File: config.mk
export PLATFORM = sky130hd
export DESIGN_NAME = seg_scan_mux
export DESIGN_NICKNAME = d
export VERILOG_FILES = /design/src/rtl/seg_pkg.sv /design/src/rtl/scan_timer.sv /design/src/rtl/seg_scan_mux.sv
export SDC_FILE = /design/constraint.sdc
export NUM_CORES = 1
export LEC_CHECK = 0
export CORE_MARGIN = 2
export CORE_UTILIZATION = 45
export DETAILED_ROUTE_END_ITERATION = 8
export PLACE_DENSITY = 0.65
export SLEW_MARGIN = 30
export SYNTH_ARGS = -nofsm -noshare
export SYNTH_HDL_FRONTEND = slang
export SYNTH_SLANG_ARGS = --single-unit
File: constraint.sdc
create_clock -name clk -period 4.7 [get_ports clk]
set_input_delay 0.47 -clock clk [delete_from_list [all_inputs] [get_ports clk]]
set_output_delay 0.47 -clock clk [all_outputs]
set_load 0.01 [all_outputs]
File: src/rtl/seg_pkg.sv
// Shared definitions for the seven-segment scan driver: slot phases and pin polarity helpers.
package seg_pkg;

  typedef enum logic [1:0] {
    SLOT_BLANK,
    SLOT_ON,
    SLOT_TAIL
  } slot_state_e;

  // Maps a logical "lit" bit to its pin level; lit=0 gives the off level.
  function automatic logic pol(input logic lit, input bit active_low);
    return lit ^ active_low;
  endfunction

  function automatic logic off_bit(input bit active_low);
    return pol(1'b0, active_low);
  endfunction

endpackage

File: src/rtl/scan_timer.sv
// Slot timer: cnt runs over one digit dwell, idx walks the digits round-robin.
module scan_timer #(
  parameter int NUM_DIGITS = 4,
  parameter int DIV_W      = 6,
  localparam int IDX_W     = $clog2(NUM_DIGITS)
) (
  input  logic             clk_i,
  input  logic             rst_i,
  output logic [DIV_W-1:0] cnt_o,
  output logic [IDX_W-1:0] idx_o,
  output logic             slot_start_o,
  output logic             frame_start_pre_o
);

  localparam logic [IDX_W-1:0] IDX_LAST = IDX_W'(NUM_DIGITS - 1);

  logic [DIV_W-1:0] cnt_q, cnt_d;
  logic [IDX_W-1:0] idx_q, idx_d;

  always_comb begin
    cnt_d = cnt_q + 1'b1;
    idx_d = idx_q;
    if (cnt_q == '1) begin
      idx_d = (idx_q == IDX_LAST) ? '0 : idx_q + 1'b1;
    end
  end

  always_ff @(posedge clk_i or posedge rst_i) begin
    if (rst_i) begin
      cnt_q <= '0;
      idx_q <= '0;
    end else begin
      cnt_q <= cnt_d;
      idx_q <= idx_d;
    end
  end

  assign cnt_o             = cnt_q;
  assign idx_o             = idx_q;
  assign slot_start_o      = (cnt_q == '0);
  assign frame_start_pre_o = (cnt_q == '0) && (idx_q == '0);

endmodule

File: src/rtl/seg_scan_mux.sv
// Time-multiplexed seven-segment driver: pattern bank, per-slot shadow, blank/PWM decode
// and polarity-adjusted registered pin outputs.
module seg_scan_mux
  import seg_pkg::*;
#(
  parameter int NUM_DIGITS     = 4,
  parameter int SEG_W          = 8,
  parameter int DIV_W          = 6,
  parameter int BLANK_CYC      = 2,
  parameter int SEG_ACTIVE_LOW = 0,
  parameter int DIG_ACTIVE_LOW = 1,
  localparam int IDX_W         = $clog2(NUM_DIGITS)
) (
  input  logic                  clk,
  input  logic                  rst,
  input  logic                  wr_en,
  input  logic [IDX_W-1:0]      wr_idx,
  input  logic [SEG_W-1:0]      wr_data,
  input  logic [NUM_DIGITS-1:0] digit_en,
  input  logic [DIV_W-1:0]      bright,
  output logic [SEG_W-1:0]      seg_out,
  output logic [NUM_DIGITS-1:0] dig_out,
  output logic                  frame_start
);

  localparam bit                    SEG_AL  = (SEG_ACTIVE_LOW != 0);
  localparam bit                    DIG_AL  = (DIG_ACTIVE_LOW != 0);
  localparam logic [SEG_W-1:0]      SEG_OFF = {SEG_W{off_bit(SEG_AL)}};
  localparam logic [NUM_DIGITS-1:0] DIG_OFF = {NUM_DIGITS{off_bit(DIG_AL)}};
  localparam logic [DIV_W-1:0]      BLANK_L = DIV_W'(BLANK_CYC);

  logic [DIV_W-1:0]      cnt;
  logic [IDX_W-1:0]      idx;
  logic                  slot_start;
  logic                  frame_start_pre;

  logic [SEG_W-1:0]      bank_q [NUM_DIGITS];
  logic [SEG_W-1:0]      shadow_q, shadow_d;
  slot_state_e           state;
  logic [SEG_W-1:0]      seg_q, seg_d;
  logic [NUM_DIGITS-1:0] dig_q, dig_d;
  logic                  fs_q;

  scan_timer #(
    .NUM_DIGITS(NUM_DIGITS),
    .DIV_W     (DIV_W)
  ) u_timer (
    .clk_i            (clk),
    .rst_i            (rst),
    .cnt_o            (cnt),
    .idx_o            (idx),
    .slot_start_o     (slot_start),
    .frame_start_pre_o(frame_start_pre)
  );

  // The bank is read combinationally at slot start, so a same-edge write is seen next frame.
  always_comb begin
    shadow_d = slot_start ? bank_q[idx] : shadow_q;

    if (cnt < BLANK_L) begin
      state = SLOT_BLANK;
    end else if ((cnt < bright) && digit_en[idx]) begin
      state = SLOT_ON;
    end else begin
      state = SLOT_TAIL;
    end

    seg_d = SEG_OFF;
    dig_d = DIG_OFF;
    if (state == SLOT_ON) begin
      for (int i = 0; i < SEG_W; i++) begin
        seg_d[i] = pol(shadow_d[i], SEG_AL);
      end
      dig_d[idx] = pol(1'b1, DIG_AL);
    end
  end

  always_ff @(posedge clk or posedge rst) begin
    if (rst) begin
      for (int i = 0; i < NUM_DIGITS; i++) begin
        bank_q[i] <= '0;
      end
    end else if (wr_en && (int'(wr_idx) < NUM_DIGITS)) begin
      bank_q[wr_idx] <= wr_data;
    end
  end

  always_ff @(posedge clk or posedge rst) begin
    if (rst) begin
      shadow_q <= '0;
      seg_q    <= SEG_OFF;
      dig_q    <= DIG_OFF;
      fs_q     <= 1'b0;
    end else begin
      shadow_q <= shadow_d;
      seg_q    <= seg_d;
      dig_q    <= dig_d;
      fs_q     <= frame_start_pre;
    end
  end

  assign seg_out     = seg_q;
  assign dig_out     = dig_q;
  assign frame_start = fs_q;

endmodule

* Word level (Yosys, flattened, before mapping)
Cells that the tools add are included.
Operators by class: add/sub/neg operators 2, order comparisons 7, eq/ne operators 3, muxes and demuxes 16, bitwise logic cells 3, reduce and logical (&&, ||, !) cells 6
Operators by type and width (number):
- 2-to-1 mux 8 bit | 5
- bitwise mux 32 bit | 1
- binary-select mux 8 bit (select 2 bit) | 1
- demux 8 bit (select 2 bit) | 1
- adder 6 x 1 -> 6 bit, second input constant | 1
- == test 6 bit, second input constant | 1
- greater-or-equal comparator 3 bit, second input constant | 2
- logical NOT 6 bit | 1
- less-than comparator 6 x 2 -> 1 bit, second input constant | 1
- less-than comparator 6 bit | 1
- 2-to-1 mux 2 bit | 3
- NOT 2 -> 3 bit | 2
- logical AND 1 bit | 4
- 2-to-1 mux 4 bit | 1
- NOT 4 bit | 1
- less-than comparator 2 x 3 -> 1 bit, second input constant | 1
- less-than comparator 3 x 1 -> 1 bit, second input constant | 1
- adder 2 x 1 -> 2 bit, second input constant | 1
- binary-select mux 1 bit (select 2 bit) | 1
- demux 1 bit (select 2 bit) | 1
- == test 2 x 1 -> 1 bit, second input constant | 1
- == test 2 bit, second input constant | 1
- greater-or-equal comparator 2 x 1 -> 1 bit, second input constant | 1
- logical NOT 2 bit | 1
- 2-to-1 mux 1 bit | 2
Storage, ports and cells: register bits after elaboration 61, input bits 23, word-level logic and storage cells 47

* Longest topological paths before layout
depth after elaboration 7, depth in mapped cells 7, depth with buffers taken out 6

* Hierarchy
Synthesis repeated with hierarchy kept, for this count alone.
Second synthesis, totals: cell total of the unflattened synthesis 180, area, all modules 2751.4 µm²
By module, submodules not included:
- seg_scan_mux | instances 1, cells each 147, area an instance 2366.0 µm²
- scan_timer | instances 1, cells each 33, area an instance 385.4 µm²

* Worst setup path before layout
OpenSTA, ideal clock, no wires.
path kind reg-to-reg, start register u_timer.idx_q[0], in the netlist u_timer.idx_o[0], end register seg_q[1], in the netlist seg_out[1], setup time 0.117 ns, data arrival time 1.495 ns, required time 4.583 ns, setup slack 3.089 ns, cell stages (with the launch flop) 5, path buffers 1, clock period less this slack 1.611 ns, cell sequence dfrtp_1 -> buf_6 -> mux4_1 -> mux2_2 -> and2_4
RTL lines:
- start: declaration | line scan_timer.sv:18 | logic [IDX_W-1:0] idx_q, idx_d;
- start signal: assignment | line scan_timer.sv:34 | idx_q <= idx_d;
- NOT 2 -> 3 bit (not written as such) | line seg_scan_mux.sv:58 | shadow_d = slot_start ? bank_q[idx] : shadow_q;
- binary-select mux 8 bit (select 2 bit) | line seg_scan_mux.sv:58
- 2-to-1 mux 8 bit (not written as such) (2 in a row) | line seg_scan_mux.sv:58
- 2-to-1 mux 8 bit | line seg_scan_mux.sv:58
- via shadow_d[1] | line seg_scan_mux.sv:38 | logic [SEG_W-1:0] shadow_q, shadow_d;
- 2-to-1 mux 8 bit | line seg_scan_mux.sv:70 | if (state == SLOT_ON) begin
- via seg_d[1] | line seg_scan_mux.sv:40 | logic [SEG_W-1:0] seg_q, seg_d;
- end signal: assignment | line seg_scan_mux.sv:96 | seg_q <= seg_d;
- end: declaration | line seg_scan_mux.sv:40
The timed path passes the listed nets, and every way through them passes these cells. The select of a mux whose other input is x is not followed. A chain may end at the register's enable or synchronous reset.

* Final worst setup path
start register u_timer.idx_q[0], in the netlist u_timer.idx_o[0], end register seg_q[1], in the netlist seg_out[1]
On the way: longest elaborated chain between the ends 7
RTL lines:
- binary-select mux 1 bit (select 2 bit) | line seg_scan_mux.sv:62 | end else if ((cnt < bright) && digit_en[idx]) begin
- 2-to-1 mux 1 bit (not written as such) | line seg_scan_mux.sv:62
- logical AND 1 bit | line seg_scan_mux.sv:62
- 2-to-1 mux 2 bit | line seg_scan_mux.sv:62
- 2-to-1 mux 2 bit | line seg_scan_mux.sv:60 | if (cnt < BLANK_L) begin
- == test 2 x 1 -> 1 bit | line seg_scan_mux.sv:70
- 2-to-1 mux 8 bit (*) | line seg_scan_mux.sv:70
- via seg_d[1] | line seg_scan_mux.sv:40
The timed path passes the listed nets; every way through them passes the cells marked *. The select of a mux whose other input is x is not followed.

==> impl_results.rst <==
.. list-table::
   :header-rows: 1

   * - Metric
     - Value
   * - Synth-to-Final Area Change
     - 22.0%
   * - Required time of the critical path
     - slightly below 5000 ps
   * - Initial Utilization
     - 46.0%
   * - Hold path depth
     - 1
   * - Pin count of the biggest net entering global routing
     - 62
   * - Max-capacitance violation count
     - 0
   * - Count of TritonRoute iterations in the first routing pass
     - 4
   * - Total vias in the final route
     - 1573
   * - Global-route congestion overflow total
     - 0
   * - # clock sinks
     - 61
   * - Standard cell area after detailed placement
     - 3100 um^2
   * - WHS
     - 494 ps
   * - Critical path arrival
     - about 2500 ps
   * - Global-route wire length before repair
     - 8270 um
   * - Multiplexer share of the synthesized area
     - 25.7%
   * - Weighted congestion at the end of routability-driven global placement
     - 0.761
   * - Clock Pin Slew Worst Setup and Hold Paths
     - 60 ps
   * - Power Dens Cells
     - 340 nW/um^2
   * - Count of standard-cell rows
     - 28
   * - Final period utilization
     - roughly half
   * - Share of synthesized cell area in full adder, half adder and majority cells
     - under 10%
   * - Kind of end point of the critical path
     - flop
   * - Core Footprint
     - approximately 5800 um^2
   * - Terminus of the critical flop-to-flop path
     - seg_out[1]
   * - Slowest cell on the critical path
     - dfrtp_1
   * - Post-CTS Setup Bufs
     - 0
   * - Count of cell types in the netlist
     - 26
   * - Post-layout min period
     - 2260 ps
   * - Height of the die
     - 81.1 um
   * - Fill cell count
     - 490
   * - Wire length per cell after detailed routing
     - ~17 um
   * - Io pins
     - 36
   * - Final antenna-violating net count
     - 0
   * - Reg-to-reg slack, setup
     - 2440 ps
   * - Final hold violations
     - 0
   * - Syn Std Cell Area
     - 2670 um^2
   * - Number of cells on the critical path
     - 4
   * - CTS Hold Buffers Added
     - 0
   * - Cell count after synthesis
     - 176
   * - Ratio of cells with drive above 1 in the final layout
     - about 28%
   * - Routed wire length
     - 4970 um
   * - Area fraction in compound gates after synthesis
     - under 10%
   * - Unrepaired setup endpoints after global routing
     - false
   * - Dominant combinational cell family by area after synthesis
     - multiplexers
   * - Net count after synthesis
     - 210
   * - Clock buffer count from CTS
     - 9
   * - Antenna violations before repair
     - 0
   * - Worst Setup Start Kind
     - flop
   * - Total Routing Usage GR
     - 17.3%
   * - Kind of path behind the tightest hold check
     - flop to flop
   * - Capture point of the worst path
     - seg_out[1]
   * - Avg Vias per Cell
     - 5.24
   * - Slowest stage delay, CP
     - ~750 ps
   * - Critical-path maximum fanout
     - 13
   * - Parity-gate share of the synthesized area counting xor and xnor cells
     - 1.31%
   * - Total inserted antenna cells
     - 0
   * - Storage cell area
     - 1530 um^2
   * - Final setup fails
     - 0
   * - Startpoint of the most critical register-to-register path
     - u_timer.idx_o[0]
   * - Final-layout setup total negative slack
     - 0 ps
   * - Proportion of synthesized chip area in sequential cells
     - 57.3%
   * - Top-area cell type share of the netlist area
     - 53.3%
   * - Dominant cells by area after synthesis
     - dfrtp_1, mux2_2, mux4_1
   * - Max Root-Sink Buffers
     - 2
   * - H-tree depth
     - 3
   * - Library cell occupying the most area in the post-synthesis netlist
     - dfrtp_1
   * - Post-layout instance area
     - 3260 um^2
   * - Slew Viols, Final
     - 0
   * - Max-Slew Margin vs Limit
     - 44.1%
   * - Number of warning messages in the yosys log
     - 0
   * - Post-cts resize count
     - 0
   * - Count of port buffers added during placement
     - 35
   * - Crit path cell chain
     - mux4_1, o211ai_1, a21oi_1, and2_4
   * - Multi-input gate area in the final layout
     - ~1100 um^2
   * - Die area
     - about 6600 um^2
   * - Worst skew pair latency
     - 330 ps
   * - Number of register bits inferred by synthesis
     - 61
   * - Critical path buffer and inverter count
     - 0
   * - Leakage
     - 1.46 nW
   * - Cell type group with the largest total delay on the critical path
     - compound AO/OA/AOI/OAI gates
   * - First element of the critical path
     - u_timer.idx_o[0]
   * - Worst Setup Path Type
     - flop to flop
   * - Drt first-iter violations
     - 56
   * - Clk Tree Root Cell
     - clkbuf_8
   * - Mean instance size in the synthesized netlist
     - 15.2 um^2
   * - Area share of and/or/nand/nor cells after synthesis
     - between 6 and 7%
   * - Dpl hpwl
     - 3460 um
   * - Reg2Reg Depth
     - 4
   * - Worst supply voltage drop on vdd
     - ~0.23 mV
   * - Transition time at the pin with the least slew margin
     - 839 ps
   * - Number of remaining DRC errors
     - 0
   * - Result of the run
     - complete, no violations
   * - Overall die width
     - 81.1 um
   * - Post-layout net count
     - 254
   * - Achievable Freq
     - 0.443 GHz
   * - Final Skew
     - ~9.5 ps
   * - Clock tree from TritonCTS
     - yes
   * - Vias in the first global route
     - 1618
==> layer usage <==
| layer | global-route usage, % | vias up | wire length, um |
|---|---|---|---|
| li1 | - | 724 | - |
| met1 | 22.4 | 808 | 2240 |
| met2 | 27.1 | 32 | 2450 |
| met3 | 3.67 | 9 | 189 |
| met4 | 9.83 | 0 | 92 |
| met5 | 0 | - | 0 |
==> worst register-to-register path, stage by stage, from the launching register on <==
cell and delay (ps):
dfrtp_1 750, mux4_1 410, o211ai_1 100, a21oi_1 660
and2_4 270
==> sequential cells by signal (all words and copies together), names as in the netlist <==
name,cells
dig_out,4
seg_out,8
frame_start,1
u_timer.idx_o,2
bank_q,32
u_timer.cnt_o,6
shadow_q,8
==> placed cells by master (no fill, tap or decap), types with 2 or more instances in the layout <==
cell type / n
a21oi_1: 2
and2_1: 7
and3_1: 3
clkbuf_8: 9
clkdlybuf4s50_1: 35
clkinv_2: 6
dfrtp_1: 57
dfstp_2: 4
ha_1: 11
inv_1: 9
mux2_2: 40
mux4_1: 9
nand2_1: 6
nand3_1: 4
nand3b_1: 2
nor2_1: 2
o21ai_0: 4
xnor2_1: 3
==> Yosys cell counts <==
master and count:
o21ai_0 4, mux4_1 9, nor3b_1 1, buf_6 1, a21oi_1 2, and2_1 7, nor4_1 1, or4_1 1
and2_4 1, nor2_1 2, nor3b_2 1, dfrtp_1 57, ha_1 11, inv_1 10, nand2_2 1, nand2_1 6
xor2_1 1, o211a_1 1, o211ai_1 1, xnor2_1 3, and3_1 3, dfstp_2 4, nand3_1 4, nand3b_1 2
buf_2 2, mux2_2 40
==> cell families after synthesis <==
logic type | count (synthesis)
multiplexers | 49
flip-flops | 61
buffers and inverters | 13
AND/OR/NAND/NOR | 30
adder cells (fa/ha/maj) | 11
AO/OA/AOI/OAI | 8
XOR/XNOR | 4
==> through the flow <==
stage	utilization, %	std cells	setup slack, ps	power, mW
after global routing	56.1	300	2260	1.16
after global placement	53.4	284	2310	0.727
after floorplan	-	176	2720	0.689
after detailed placement	53.4	284	2120	0.743
after CTS	56.1	300	2410	1.13
final	56.1	300	2440	1.11
==> power by group <==
part           leakage, nW  switching (mW)  internal [mW]
logic                0.621          0.0441         0.0796
registers            0.753          0.0256          0.580
clock network       0.0894           0.195          0.185
==> layout make-up <==
| cell class | instances | share of cell area (%) |
|---|---|---|
| Timing Repair Buffer | 36 | 11.0 |
| Inverter | 10 | 1.15 |
| Sequential cell | 61 | 47.0 |
| Clock inverter | 6 | 0.921 |
| Tap cell | 75 | 2.88 |
| Clock buffer | 10 | 3.91 |
| Multi-Input combinational cell | 102 | 33.2 |
==> worst min path at each step <==
stage	from	to	slack, ps
3_3_place_gp	bank_q[18]	bank_q[18]	480
2_1_floorplan	shadow_q[0]	shadow_q[0]	470
4_1_cts	shadow_q[0]	shadow_q[0]	500
5_1_grt	bank_q[18]	bank_q[18]	520
3_5_place_dp	shadow_q[5]	shadow_q[5]	480
6_report	shadow_q[0]	shadow_q[0]	490
(Power assumes the default switching activity.)
